File: src/rtl/io_tile_param_if.sv
// Configuration scan and pad/interconnect data signals of one parametrised IO tile.
interface io_tile_param_if #(
  parameter int IO_PAIRS = 4,
  parameter int IC_WIDTH = 6
);
  logic                config_in;
  logic                config_enable;
  logic                config_out;
  logic                config_commit;
  logic                config_loaded;
  logic                configured;
  logic                enable;
  logic [IO_PAIRS-1:0] data_from_io;
  logic [IO_PAIRS-1:0] data_to_io;
  logic [IC_WIDTH-1:0] data_from_ic;
  logic [IC_WIDTH-1:0] data_to_ic;

  modport master (
    output config_in, config_enable, config_commit, enable, data_from_io, data_from_ic,
    input  config_out, config_loaded, configured, data_to_io, data_to_ic
  );

  modport slave (
    input  config_in, config_enable, config_commit, enable, data_from_io, data_from_ic,
    output config_out, config_loaded, configured, data_to_io, data_to_ic
  );
endinterface

File: src/rtl/io_tile_param.sv
// Parametrised IO tile: serially loaded shadow configuration, atomically committed into an
// active configuration that drives per-pad and per-channel source muxes with optional registers.
module io_tile_param #(
  parameter int IO_PAIRS = 4,
  parameter int IC_WIDTH = 6
) (
  input logic           clock,
  input logic           reset,
  io_tile_param_if.slave bus
);
  localparam int SW_IC        = $clog2(IC_WIDTH);
  localparam int SW_IO        = $clog2(IO_PAIRS);
  localparam int PAD_F        = SW_IC + 1;
  localparam int CH_F         = SW_IO + 1;
  localparam int CH_BASE      = IO_PAIRS * PAD_F;
  localparam int CONFIG_WIDTH = IO_PAIRS * PAD_F + IC_WIDTH * CH_F;
  localparam int CNT_W        = $clog2(CONFIG_WIDTH + 1);
  localparam logic [CNT_W-1:0] FULL_COUNT = CNT_W'(CONFIG_WIDTH);

  logic [CONFIG_WIDTH-1:0] shadow;
  logic [CONFIG_WIDTH-1:0] active;
  logic [CNT_W-1:0]        count;
  logic                    configured_q;
  logic                    full;
  logic                    commit_ok;

  logic [IO_PAIRS-1:0] pad_raw;
  logic [IO_PAIRS-1:0] pad_q;
  logic [IO_PAIRS-1:0] pad_reg_sel;
  logic [IC_WIDTH-1:0] ch_raw;
  logic [IC_WIDTH-1:0] ch_q;
  logic [IC_WIDTH-1:0] ch_reg_sel;

  assign full      = (count == FULL_COUNT);
  assign commit_ok = bus.config_commit && full;

  // A commit captures the pre-shift shadow; a concurrent shift starts the next frame at count 1.
  always_ff @(posedge clock) begin
    if (reset) begin
      shadow       <= '0;
      active       <= '0;
      count        <= '0;
      configured_q <= 1'b0;
    end else begin
      if (bus.config_enable) shadow <= {shadow[CONFIG_WIDTH-2:0], bus.config_in};
      if (commit_ok) begin
        active       <= shadow;
        configured_q <= 1'b1;
        count        <= bus.config_enable ? CNT_W'(1) : '0;
      end else if (bus.config_enable && !full) begin
        count <= count + CNT_W'(1);
      end
    end
  end

  // Selects beyond the last source match no loop index, so they read as 0.
  always_comb begin
    pad_raw     = '0;
    pad_reg_sel = '0;
    for (int unsigned p = 0; p < IO_PAIRS; p++) begin
      pad_reg_sel[p] = active[p*PAD_F + SW_IC];
      for (int unsigned c = 0; c < IC_WIDTH; c++) begin
        if (active[p*PAD_F +: SW_IC] == c[SW_IC-1:0]) pad_raw[p] = bus.data_from_ic[c];
      end
    end
  end

  always_comb begin
    ch_raw     = '0;
    ch_reg_sel = '0;
    for (int unsigned c = 0; c < IC_WIDTH; c++) begin
      ch_reg_sel[c] = active[CH_BASE + c*CH_F + SW_IO];
      for (int unsigned p = 0; p < IO_PAIRS; p++) begin
        if (active[CH_BASE + c*CH_F +: SW_IO] == p[SW_IO-1:0]) ch_raw[c] = bus.data_from_io[p];
      end
    end
  end

  always_ff @(posedge clock) begin
    if (reset || commit_ok) begin
      pad_q <= '0;
      ch_q  <= '0;
    end else if (bus.enable) begin
      pad_q <= pad_raw;
      ch_q  <= ch_raw;
    end
  end

  assign bus.config_out    = shadow[CONFIG_WIDTH-1];
  assign bus.config_loaded = full;
  assign bus.configured    = configured_q;
  assign bus.data_to_io    = configured_q ? ((pad_reg_sel & pad_q) | (~pad_reg_sel & pad_raw)) : '0;
  assign bus.data_to_ic    = configured_q ? ((ch_reg_sel & ch_q) | (~ch_reg_sel & ch_raw)) : '0;
endmodule

File: src/flat_wrapper.sv
// flat-port wrapper written by rule: the top's interface ports become plain ports
module io_tile_param_flat 
#(
  parameter int IO_PAIRS = 4,
  parameter int IC_WIDTH = 6
)
  (clock, reset, bus_config_in, bus_config_enable, bus_config_commit, bus_enable, bus_data_from_io, bus_data_from_ic, bus_config_out, bus_config_loaded, bus_configured, bus_data_to_io, bus_data_to_ic);
  io_tile_param_if #(.IO_PAIRS(IO_PAIRS), .IC_WIDTH(IC_WIDTH)) bus_i ();
  input logic clock;
  input logic reset;
  input wire logic [$bits(bus_i.config_in)-1:0] bus_config_in;
  input wire logic [$bits(bus_i.config_enable)-1:0] bus_config_enable;
  input wire logic [$bits(bus_i.config_commit)-1:0] bus_config_commit;
  input wire logic [$bits(bus_i.enable)-1:0] bus_enable;
  input wire logic [$bits(bus_i.data_from_io)-1:0] bus_data_from_io;
  input wire logic [$bits(bus_i.data_from_ic)-1:0] bus_data_from_ic;
  output wire logic [$bits(bus_i.config_out)-1:0] bus_config_out;
  output wire logic [$bits(bus_i.config_loaded)-1:0] bus_config_loaded;
  output wire logic [$bits(bus_i.configured)-1:0] bus_configured;
  output wire logic [$bits(bus_i.data_to_io)-1:0] bus_data_to_io;
  output wire logic [$bits(bus_i.data_to_ic)-1:0] bus_data_to_ic;
  assign bus_i.config_in = bus_config_in;
  assign bus_i.config_enable = bus_config_enable;
  assign bus_i.config_commit = bus_config_commit;
  assign bus_i.enable = bus_enable;
  assign bus_i.data_from_io = bus_data_from_io;
  assign bus_i.data_from_ic = bus_data_from_ic;
  assign bus_config_out = bus_i.config_out;
  assign bus_config_loaded = bus_i.config_loaded;
  assign bus_configured = bus_i.configured;
  assign bus_data_to_io = bus_i.data_to_io;
  assign bus_data_to_ic = bus_i.data_to_ic;
  io_tile_param #(.IO_PAIRS(IO_PAIRS), .IC_WIDTH(IC_WIDTH)) u_core (.clock(clock), .reset(reset), .bus(bus_i));
endmodule
File: config.mk
export PLATFORM = sky130hd
export DESIGN_NAME = io_tile_param_flat
export DESIGN_NICKNAME = d
export VERILOG_FILES = /design/src/rtl/io_tile_param_if.sv /design/src/rtl/io_tile_param.sv /design/src/flat_wrapper.sv
export SDC_FILE = /design/constraint.sdc
export NUM_CORES = 1
export LEC_CHECK = 0
export CAP_MARGIN = 20
export CORE_ASPECT_RATIO = 0.6
export CORE_MARGIN = 10
export CORE_UTILIZATION = 49
export DETAILED_ROUTE_END_ITERATION = 10
export GPL_TIMING_DRIVEN = 0
export HOLD_SLACK_MARGIN = 0.15
export PLACE_DENSITY = 0.66
export SLEW_MARGIN = 5
export SYNTH_ARGS = -nofsm -noshare
export SYNTH_HDL_FRONTEND = slang
export SYNTH_SLANG_ARGS = --single-unit
File: constraint.sdc
create_clock -name clock -period 3.25 [get_ports clock]
set_clock_uncertainty 0.05 [all_clocks]
set_input_delay 0.65 -clock clock [delete_from_list [all_inputs] [get_ports clock]]
set_output_delay 0.65 -clock clock [all_outputs]
set_load 0.005 [all_outputs]
==> reports/metrics.yaml, run 1 <==
start_util_pct: 51.1
core-area_um2: 7390
clk_transition_reported_paths_ns: 0.06
port-buffer-count: 27
drc: 0
rsz0062_at_grt: "false"
status: "completed"
synth_area_leaders: "dfxtp_1, mux2i_1, mux4_2, nand3_1, a21oi_1"
p_leak_nw: 1.75
syn-cell-area_um2: 3770
netlist.top_cell.by_area: "dfxtp_1"
tns_ns: 0
grt_pass1_wl_mm: 14.7
cp.arrival_ns: 2.48
postCtsSetupBuffers: 0
drtIter0Drc: 242
synth_nets: 416
area_growth_pct: 19.5
post_drt_wl_per_cell_um: 16.6
place_hpwl_mm: 6.68
critPathMaxFanout: 4
dr.pass1.iters: 5
via_per_inst: 5.48
syn_inst: 398
endpoint_kind: "output port"
grt_overflow_total: 0
relSlewSlack_pct: 59.0
antenna_left: 0
worstPathRequired_ns: 2.55
power_density_nw_per_um2: 511
num_antenna_cells: 0
fin_crit_sh_pct: 97.9
whs_path_depth: 2
grt_max_degree: 15
worstHoldPathType: "flop to flop"
cts_buffers: 9
die-area_um2: 11700
r2r-end: "u_core.active[17]$_SDFFE_PP0P_"
timing.max_cap.violations: 0
clk_path_buf_depth: 2
r2r-start: "u_core.count[0]$_SDFFE_PP0P_"
cts_tree: "built"
yosys.area.top_type_share_pct: 45.1
synth_cell_types: 33
htree_num_levels: 3
r2r.worst_path.cells: 6
fp.dieH_um: 88.0
final-setup-viol-count: 0
start_kind: "input port"
fin_area_um2: 4510
first_global_vias: 2832
critPathKind: "input port to output port"
ys_ff_latch: 85
numClockSinks: 85
yosysSeqAreaShare_pct: 45.1
tightest_slew_ns: 0.616
drive_gt1_share_pct: 11.6
vias: 2989
clock-root-buffer: "clkbuf_16"
ys_warn_count: 0
antenna_found_initial: 0
num_rows: 24
fmax_mhz: 314
wl_mm: 9.07
fp.dieW_um: 133
r2r_setup_slack_ns: 1.41
min_from: "u_core.shadow[0]$_SDFFE_PP0P_"
clock_latency_ns: 0.34
min_period_ns: 3.18
placed_cell_area_um2: 4180
hold_viol_final: 0
hold_end: "u_core.active[0]$_SDFFE_PP0P_"
syn_area_per_cell_um2: 9.48
ir_drop_uv: 262
ios: 29
fin_nets: 454
grt_usage_pct: 15.9
place.gp.congestion: 0.797
maxSlewViolCount: 0
-- worst max path at each step --
stage | to | depth (start not counted) | slack, ns | start
5_1_grt | bus_data_to_io[2] | 5 | 0.001 | bus_data_from_ic[0]
3_3_place_gp | bus_data_to_io[3] | 5 | 0.05 | bus_data_from_ic[3]
2_1_floorplan | bus_data_to_io[1] | 3 | 1.0 | bus_data_from_ic[3]
6_report | bus_data_to_io[0] | 5 | 0.07 | bus_data_from_ic[0]
4_1_cts | bus_data_to_io[3] | 5 | 0.03 | bus_data_from_ic[3]
3_5_place_dp | bus_data_to_io[3] | 5 | 0.03 | bus_data_from_ic[3]
-- where the power goes --
part	switching, mW	total [mW]	internal, mW
clock network	0.414	1.11	0.695
logic	0.0734	0.136	0.0622
registers	0.00739	1.06	1.05
total	0.495	2.31	1.81
-- worst max-delay path, stage by stage --
cell and delay (ns):
clkdlybuf4s50_1 0.45, mux4_2 0.47, nor2b_4 0.14, o311a_1 0.32, clkdlybuf4s50_1 0.44
-- routing by layer --
metal	GRT usage, %	share of wire, %	up-vias
li1	-	-	1510
met5	0	0	-
met3	5.14	5.8	8
met4	4.52	0.92	0
met1	23.0	54	1420
met2	21.7	39	51
-- flip-flops by register name (all words and copies together) (netlist names) --
name	count
u_core.pad_q	4
u_core.bus.configured	1
u_core.active	34
u_core.shadow	34
u_core.ch_q	6
u_core.count	6
-- cells in the mapped netlist, drive strengths merged --
| cell type | count |
|---|---|
| a211oi | 4 |
| nor2 | 48 |
| inv | 2 |
| ha | 2 |
| or3 | 1 |
| nand2 | 10 |
| o31a | 4 |
| mux2i | 44 |
| and3b | 1 |
| a21o | 2 |
| xor2 | 2 |
| or3b | 1 |
| a221oi | 1 |
| nand2b | 6 |
| nand4 | 2 |
| mux4 | 10 |
| a21oi | 39 |
| clkbuf | 14 |
| nor3 | 1 |
| nor3b | 6 |
| o311a | 4 |
| o21ai | 35 |
| dfxtp | 85 |
| nor4 | 1 |
| nand3 | 40 |
| nand3b | 7 |
| a211o | 1 |
| nor2b | 4 |
| buf | 20 |
| o221a | 1 |
-- cell families (layout without fill, tap and decap cells) --
group / after synthesis / in the layout / share of synthesized area, %
AND/OR/NAND/NOR: 128 / 128 / 17.5
XOR/XNOR: 2 / 2 / 0.464
flip-flops: 85 / 85 / 45.1
buffers and inverters: 36 / 79 / 4.91
multiplexers: 54 / 54 / 17.6
adder cells (fa/ha/maj): 2 / 2 / 0.663
AO/OA/AOI/OAI: 91 / 91 / 13.8
-- cell type report --
type	instances	area, µm²
fillers	687	2880
repair buffers	27	280
clock inverters	5	83.8
multi-input cells	277	1890
clock buffers	11	243
inverters	2	7.51
well taps	104	130
flip-flops and latches	85	1700
plain buffers	34	178
-- metrics by stage --
| step | instances | hold slack (ns) | power, mW | setup slack (ns) | util [%] |
|---|---|---|---|---|---|
| after global placement | 529 | 0.423 | 1.22 | 0.0461 | 56.5 |
| after floorplan | 398 | 0.406 | 1.17 | 0.998 | - |
| after global routing | 545 | 0.464 | 2.39 | 0.00121 | 61.1 |
| final | 545 | 0.435 | 2.31 | 0.0686 | 61.1 |
| after detailed placement | 529 | 0.427 | 1.22 | 0.0327 | 56.5 |
| after CTS | 545 | 0.436 | 2.32 | 0.0261 | 60.9 |
-- cell usage in the layout (no fill, tap or decap), types with 15 or more instances in the layout --
cell	n
buf_2	16
nand3_1	40
dfxtp_1	85
nor2_1	48
clkdlybuf4s50_1	23
mux2i_1	44
a21oi_1	39
clkbuf_1	15
o21ai_1	30
-- repair_timing --
action | 4_1_cts | 5_1_grt
resized for setup | 0 | 4
setup endpoints to repair | 0 | 3
hold buffers | 0 | 0
No activity file was read; power rests on OpenSTA's default activity.
==> run 2, diff against run 1 <==
--- a/config.mk
+++ b/config.mk
@@ -5,6 +5,8 @@
 export SDC_FILE = /design/constraint.sdc
 export NUM_CORES = 1
 export LEC_CHECK = 0
+export ABC_AREA = 1
+export ABC_CLOCK_PERIOD_IN_PS = 3250
 export CAP_MARGIN = 20
 export CORE_ASPECT_RATIO = 0.6
 export CORE_MARGIN = 10
==> reports/metrics.yaml, run 2 <==
status: "completed"
placed_cell_area_um2: 4090  # -1.9%
syn-cell-area_um2: 3690  # -2.2%
num_rows: 24  # unchanged
final-setup-viol-count: 0  # unchanged
grt_overflow_total: 0  # unchanged
synth_common_cells: "nor2_1, dfxtp_1, nand2_1"
worstPathRequired_ns: 2.55  # about the same
port-buffer-count: 27  # unchanged
layout_commonest_cell: "nor2_1"
ir_drop_uv: 344  # +31%
timing.max_cap.violations: 0  # unchanged
antenna_left: 0  # unchanged
grt_usage_pct: 17.4  # +1.5 points
place.gp.congestion: 0.860  # +7.9%
clock_power_share_pct: 44.5  # -3.6 points
p_leak_nw: 1.79  # +1.8%
layout.area.seq_um2: 1700  # unchanged
synth_cell_types: 26  # -21%
r2r.worst_path.cells: 6  # unchanged
tightest_slew_ns: 0.582  # -0.0333 ns
clock-root-buffer: "clkbuf_16"
cp.arrival_ns: 2.21  # -0.27 ns
dr.pass1.iters: 7  # +2
clk_path_buf_depth: 2  # unchanged
fp.dieW_um: 132  # -0.92%
endpoint_kind: "output port"
fin_crit_sh_pct: 89.5  # -8.4 points
p_total_mw: 2.28  # -0.94%
yosysSeqAreaShare_pct: 46.1  # +0.99 points
first_global_vias: 3201  # +13%
netlist.top_cell.by_area: "dfxtp_1"
hold_viol_final: 0  # unchanged
stdcell_count: 660  # +21%
grt_max_degree: 14  # -1
seq_power_share_pct: 48.5  # +2.5 points
clk_transition_reported_paths_ns: 0.06  # about the same
syn_area_per_cell_um2: 7.20  # -24%
maxSlewViolCount: 0  # unchanged
wl_mm: 9.55  # +5.3%
fin_util_pct: 60.1  # -0.94 points
rsz0062_at_grt: "false"
p_switching_mw: 0.531  # +7.2%
drc: 0  # unchanged
whs_path_depth: 2  # unchanged
cts_buffers: 9  # unchanged
start_kind: "input port"
power_density_nw_per_um2: 520  # +1.9%
fillers: 707  # +2.9%
mostFrequentLayoutCells: "nor2_1, dfxtp_1, nand2_1"
num_antenna_cells: 0  # unchanged
via_per_inst: 5.27  # -3.9%
top_regs: "u_core.active x34, u_core.shadow x34"
vias: 3480  # +16%
core-area_um2: 7300  # -1.2%
p_comb_share_pct: 7.0  # +1.1 points
p_int_mw: 1.75  # -3.2%
ys_ff_latch: 85  # unchanged
antenna_found_initial: 0  # unchanged
numClockSinks: 85  # unchanged
tns_ns: 0  # unchanged
multi_input_area_um2: 1650  # -13%
fin_area_um2: 4390  # -2.7%
place_hpwl_mm: 7.24  # +8.4%
sw_frac_of_total_pct: 23.2  # +1.8 points
async_reset_ff_share_pct: 0  # unchanged
ys_warn_count: 0  # unchanged
fp.dieH_um: 87.3  # -0.84%
synth-edff-count: 0  # unchanged
ios: 29  # unchanged
postCtsSetupBuffers: 0  # unchanged
post_cts_resized: 0  # unchanged
worstHoldPathType: "flop to flop"
die-area_um2: 11500  # -1.7%
area_growth_pct: 18.8
min_period_ns: 2.91  # -0.274 ns
synth_ff_type: "dfxtp_1"
cts_tree: "built"
drive_gt1_share_pct: 6.29  # -5.3 points
grt_pass1_wl_mm: 16.1  # +9.6%
relSlewSlack_pct: 61.2  # +2.2 points
hold_buffers: 0  # unchanged
drtIter0Drc: 354  # +46%
synth_nets: 531  # +28%
synth_area_leaders: "dfxtp_1, nor2_1, nand2_1, a21oi_1, o21ai_0"
numPlacedInstances: 644  # +22%
yosys.area.top_type_share_pct: 46.1  # +0.99 points
fmax_mhz: 344  # +9.4%
critPathMaxFanout: 6  # +2
htree_num_levels: 3  # unchanged
clock_latency_ns: 0.34  # about the same
synth.most_common_cell: "nor2_1"
start_util_pct: 50.6  # -0.48 points
critPathKind: "input port to output port"
fin_nets: 569  # +25%
syn_inst: 513  # +29%
post_drt_wl_per_cell_um: 14.5  # -13%
run 2: final timing paths:
kind | to | start | slack [ns]
hold / removal | u_core.ch_q[4]$_SDFFE_PP0P_ | u_core.ch_q[4]$_SDFFE_PP0P_ | 0.42
setup reg to reg | u_core.active[7]$_SDFFE_PP0P_ | u_core.count[0]$_SDFFE_PP0P_ | 1.55
setup / recovery | bus_data_to_ic[4] | bus_data_from_io[2] | 0.34
hold reg to reg | u_core.ch_q[4]$_SDFFE_PP0P_ | u_core.ch_q[4]$_SDFFE_PP0P_ | 0.42
run 2: kinds of logic (layout without fill, tap and decap cells):
logic type      count (synthesis)  in the layout  synth area share [%]
xor+xnor                        1              1                 0.237
buf+inv                        77            120                  9.35
flops                          85             85                  46.1
simple gates                  206            206                  23.6
compound gates                142            142                  20.1
fa+ha+maj                       2              2                 0.677
run 2: through the flow:
| stage | setup slack [ns] | hold slack (ns) |
|---|---|---|
| 3_5_place_dp | 0.363 | 0.409 |
| 4_1_cts | 0.354 | 0.418 |
| 6_report | 0.343 | 0.418 |
| 5_1_grt | 0.238 | 0.447 |
| 2_1_floorplan | 1.43 | 0.390 |
| 3_3_place_gp | 0.376 | 0.406 |
run 2: power groups by stage:
stage	Clock, mW	Combinational [mW]	Sequential (mW)
2_1_floorplan	0	0.104	1.12
3_3_place_gp	0	0.153	1.13
3_5_place_dp	0	0.157	1.13
4_1_cts	1.03	0.159	1.11
5_1_grt	1.08	0.185	1.11
6_report	1.02	0.160	1.11
run 2: area by class of cell:
cell class | count | share of cell area [%]
Clock inverter | 4 | 1.08
Timing Repair Buffer | 27 | 6.16
Clock buffer | 12 | 5.62
Tap cell | 104 | 2.97
Inverter | 54 | 4.62
Buffer | 23 | 3.25
Multi-Input combinational cell | 351 | 37.5
Sequential cell | 85 | 38.8
run 2: routing by layer:
layer | global-route usage, % | routed length, µm | vias to the layer above | share of wire (%)
li1 | - | - | 1762 | -
met3 | 6.97 | 930 | 8 | 9.7
met2 | 22.4 | 3510 | 129 | 37
met4 | 4.52 | 86 | 0 | 0.90
met5 | 0 | 0 | - | 0
met1 | 25.6 | 5020 | 1581 | 53
run 2: worst max-delay path: stages:
cell and delay, ns:
clkdlybuf4s50_1 0.61, nand2_1 0.09, o211ai_1 0.12, nand2_1 0.09, a21oi_1 0.13, clkdlybuf4s50_1 0.52
==> run 3, diff against run 2 <==
--- a/config.mk
+++ b/config.mk
@@ -11,10 +11,12 @@
 export CORE_ASPECT_RATIO = 0.6
 export CORE_MARGIN = 10
 export CORE_UTILIZATION = 49
+export CTS_BUF_LIST = sky130_fd_sc_hd__clkbuf_8
 export DETAILED_ROUTE_END_ITERATION = 10
 export GPL_TIMING_DRIVEN = 0
 export HOLD_SLACK_MARGIN = 0.15
 export PLACE_DENSITY = 0.66
+export RECOVER_POWER = 25
 export SLEW_MARGIN = 5
 export SYNTH_ARGS = -nofsm -noshare
 export SYNTH_HDL_FRONTEND = slang
==> reports/metrics.yaml, run 3 (synthesis gave the netlist of run 2 again) <==
sw_frac_of_total_pct: 25.1  # +1.8 points
start_kind: "input port"
vias: 3462  # -0.52%
first_global_vias: 3123  # -2.4%
drtIter0Drc: 407  # +15%
tightest_slew_ns: 0.599  # +0.0161 ns
fp.dieW_um: 132  # unchanged
p_switching_mw: 0.503  # -5.2%
fin_crit_sh_pct: 89.5  # about the same
cts_buffers: 9  # unchanged
wl_mm: 9.57  # +0.23%
p_total_mw: 2.01  # -12%
layout_commonest_cell: "nor2_1"
num_antenna_cells: 0  # unchanged
r2r_setup_slack_ns: 1.14  # -0.41 ns
top_regs: "u_core.active x34, u_core.shadow x34"
maxSlewViolCount: 0  # unchanged
endpoint_kind: "output port"
relSlewSlack_pct: 60.1  # -1.1 points
core-area_um2: 7300  # unchanged
clk_transition_reported_paths_ns: 0.08  # +0.02 ns
drive_gt1_share_pct: 5.04  # -1.3 points
postCtsSetupBuffers: 0  # unchanged
timing.max_cap.violations: 0  # unchanged
placed_cell_area_um2: 4090  # unchanged
numClockSinks: 85  # unchanged
fmax_mhz: 344  # about the same
post_drt_wl_per_cell_um: 14.5  # +0.23%
tns_ns: 0  # unchanged
p_comb_share_pct: 7.8  # +0.8 points
dr.pass1.iters: 5  # -2
final-setup-viol-count: 0  # unchanged
critPathKind: "input port to output port"
antenna_found_initial: 0  # unchanged
p_leak_nw: 1.73  # -3.2%
r2r-end: "u_core.ch_q[5]$_SDFFE_PP0P_"
port-buffer-count: 27  # unchanged
r2r.worst_path.cells: 7  # +1
min_from: "u_core.ch_q[4]$_SDFFE_PP0P_"
clock-root-buffer: "clkbuf_8"
whs_path_depth: 2  # unchanged
area_growth_pct: 14.6
clock_power_share_pct: 37.1  # -7.4 points
via_per_inst: 5.25  # -0.52%
cp.arrival_ns: 2.21  # about the same
place.gp.congestion: 0.860  # unchanged
rsz0062_at_grt: "false"
cts_tree: "built"
ios: 29  # unchanged
place_hpwl_mm: 7.24  # unchanged
r2r-start: "u_core.count[0]$_SDFFE_PP0P_"
drc: 0  # unchanged
setup_ws_ns: 0.340  # -0.00240 ns
p_int_mw: 1.50  # -14%
post-place-ws_ns: 0.363  # unchanged
seq_power_share_pct: 55.1  # +6.6 points
die-area_um2: 11500  # unchanged
num_rows: 24  # unchanged
fillers: 731  # +3.4%
worstPathRequired_ns: 2.55  # about the same
status: "completed"
power_density_nw_per_um2: 474  # -8.8%
start_util_pct: 50.6  # unchanged
fp.dieH_um: 87.3  # unchanged
fin_area_um2: 4230  # -3.6%
htree_num_levels: 3  # unchanged
hold_end: "u_core.ch_q[4]$_SDFFE_PP0P_"
worstHoldPathType: "flop to flop"
clk_path_buf_depth: 2  # unchanged
fin_nets: 569  # unchanged
mostFrequentLayoutCells: "nor2_1, dfxtp_1, nand2_1"
min_period_ns: 2.91  # +0.00240 ns
post_cts_resized: 0  # unchanged
hold_buffers: 0  # unchanged
hold_viol_final: 0  # unchanged
grt_overflow_total: 0  # unchanged
ir_drop_uv: 264  # -23%
clock_latency_ns: 0.37  # +0.03 ns
critPathMaxFanout: 6  # unchanged
grt_usage_pct: 17.1  # -0.26 points
grt_pass1_wl_mm: 15.9  # -1.5%
antenna_left: 0  # unchanged
grt_max_degree: 14  # unchanged
-- run 3: worst max path at each step --
stage,start,endpoint,slack [ns]
6_report,bus_data_from_io[2],bus_data_to_ic[4],0.34
3_3_place_gp,bus_data_from_io[2],bus_data_to_ic[4],0.38
2_1_floorplan,bus_data_from_io[1],bus_data_to_ic[4],1.43
4_1_cts,bus_data_from_io[2],bus_data_to_ic[4],0.35
3_5_place_dp,bus_data_from_io[2],bus_data_to_ic[4],0.36
5_1_grt,bus_data_from_io[1],bus_data_to_ic[1],0.24
-- run 3: worst max-delay path, cell delays in order --
cell and delay (ns):
clkdlybuf4s50_1 0.61, nand2_1 0.09, o211ai_1 0.12, nand2_1 0.09, a21oi_1 0.13, clkdlybuf4s50_1 0.52
-- run 3: power groups by stage --
stage | logic, mW | registers (mW) | clock network, mW
after floorplan | 0.104 | 1.12 | 0
after global placement | 0.153 | 1.13 | 0
after detailed placement | 0.157 | 1.13 | 0
after CTS | 0.158 | 1.11 | 0.757
after global routing | 0.182 | 1.11 | 0.802
final | 0.157 | 1.11 | 0.744
-- run 3: stage by stage --
stage	hold WS [ns]	util, %	instances
final	0.420	58.0	660
after global routing	0.451	58.0	660
after CTS	0.421	58.7	660
after detailed placement	0.409	56.1	644
after global placement	0.406	56.1	644
after floorplan	0.390	-	513
-- run 3: cell type report --
type / instances / area (µm²) / share of cell area [%]
clock inverter: 6 / 55.1 / 1.30
sequential: 85 / 1700 / 40.2
buffer: 23 / 113 / 2.66
tap: 104 / 130 / 3.08
multi-input combinational: 351 / 1620 / 38.3
timing repair buffer: 27 / 270 / 6.39
clock buffer: 10 / 138 / 3.25
inverter: 54 / 203 / 4.79
-- run 3: routing by layer --
metal  track usage (%)  up-vias  routed length [µm]
met5                 0        -                   0
met4              4.52        0                  93
met3              6.97       10                 851
met2              21.9      122                3500
met1              25.2     1571                5130
li1                  -     1759                   -
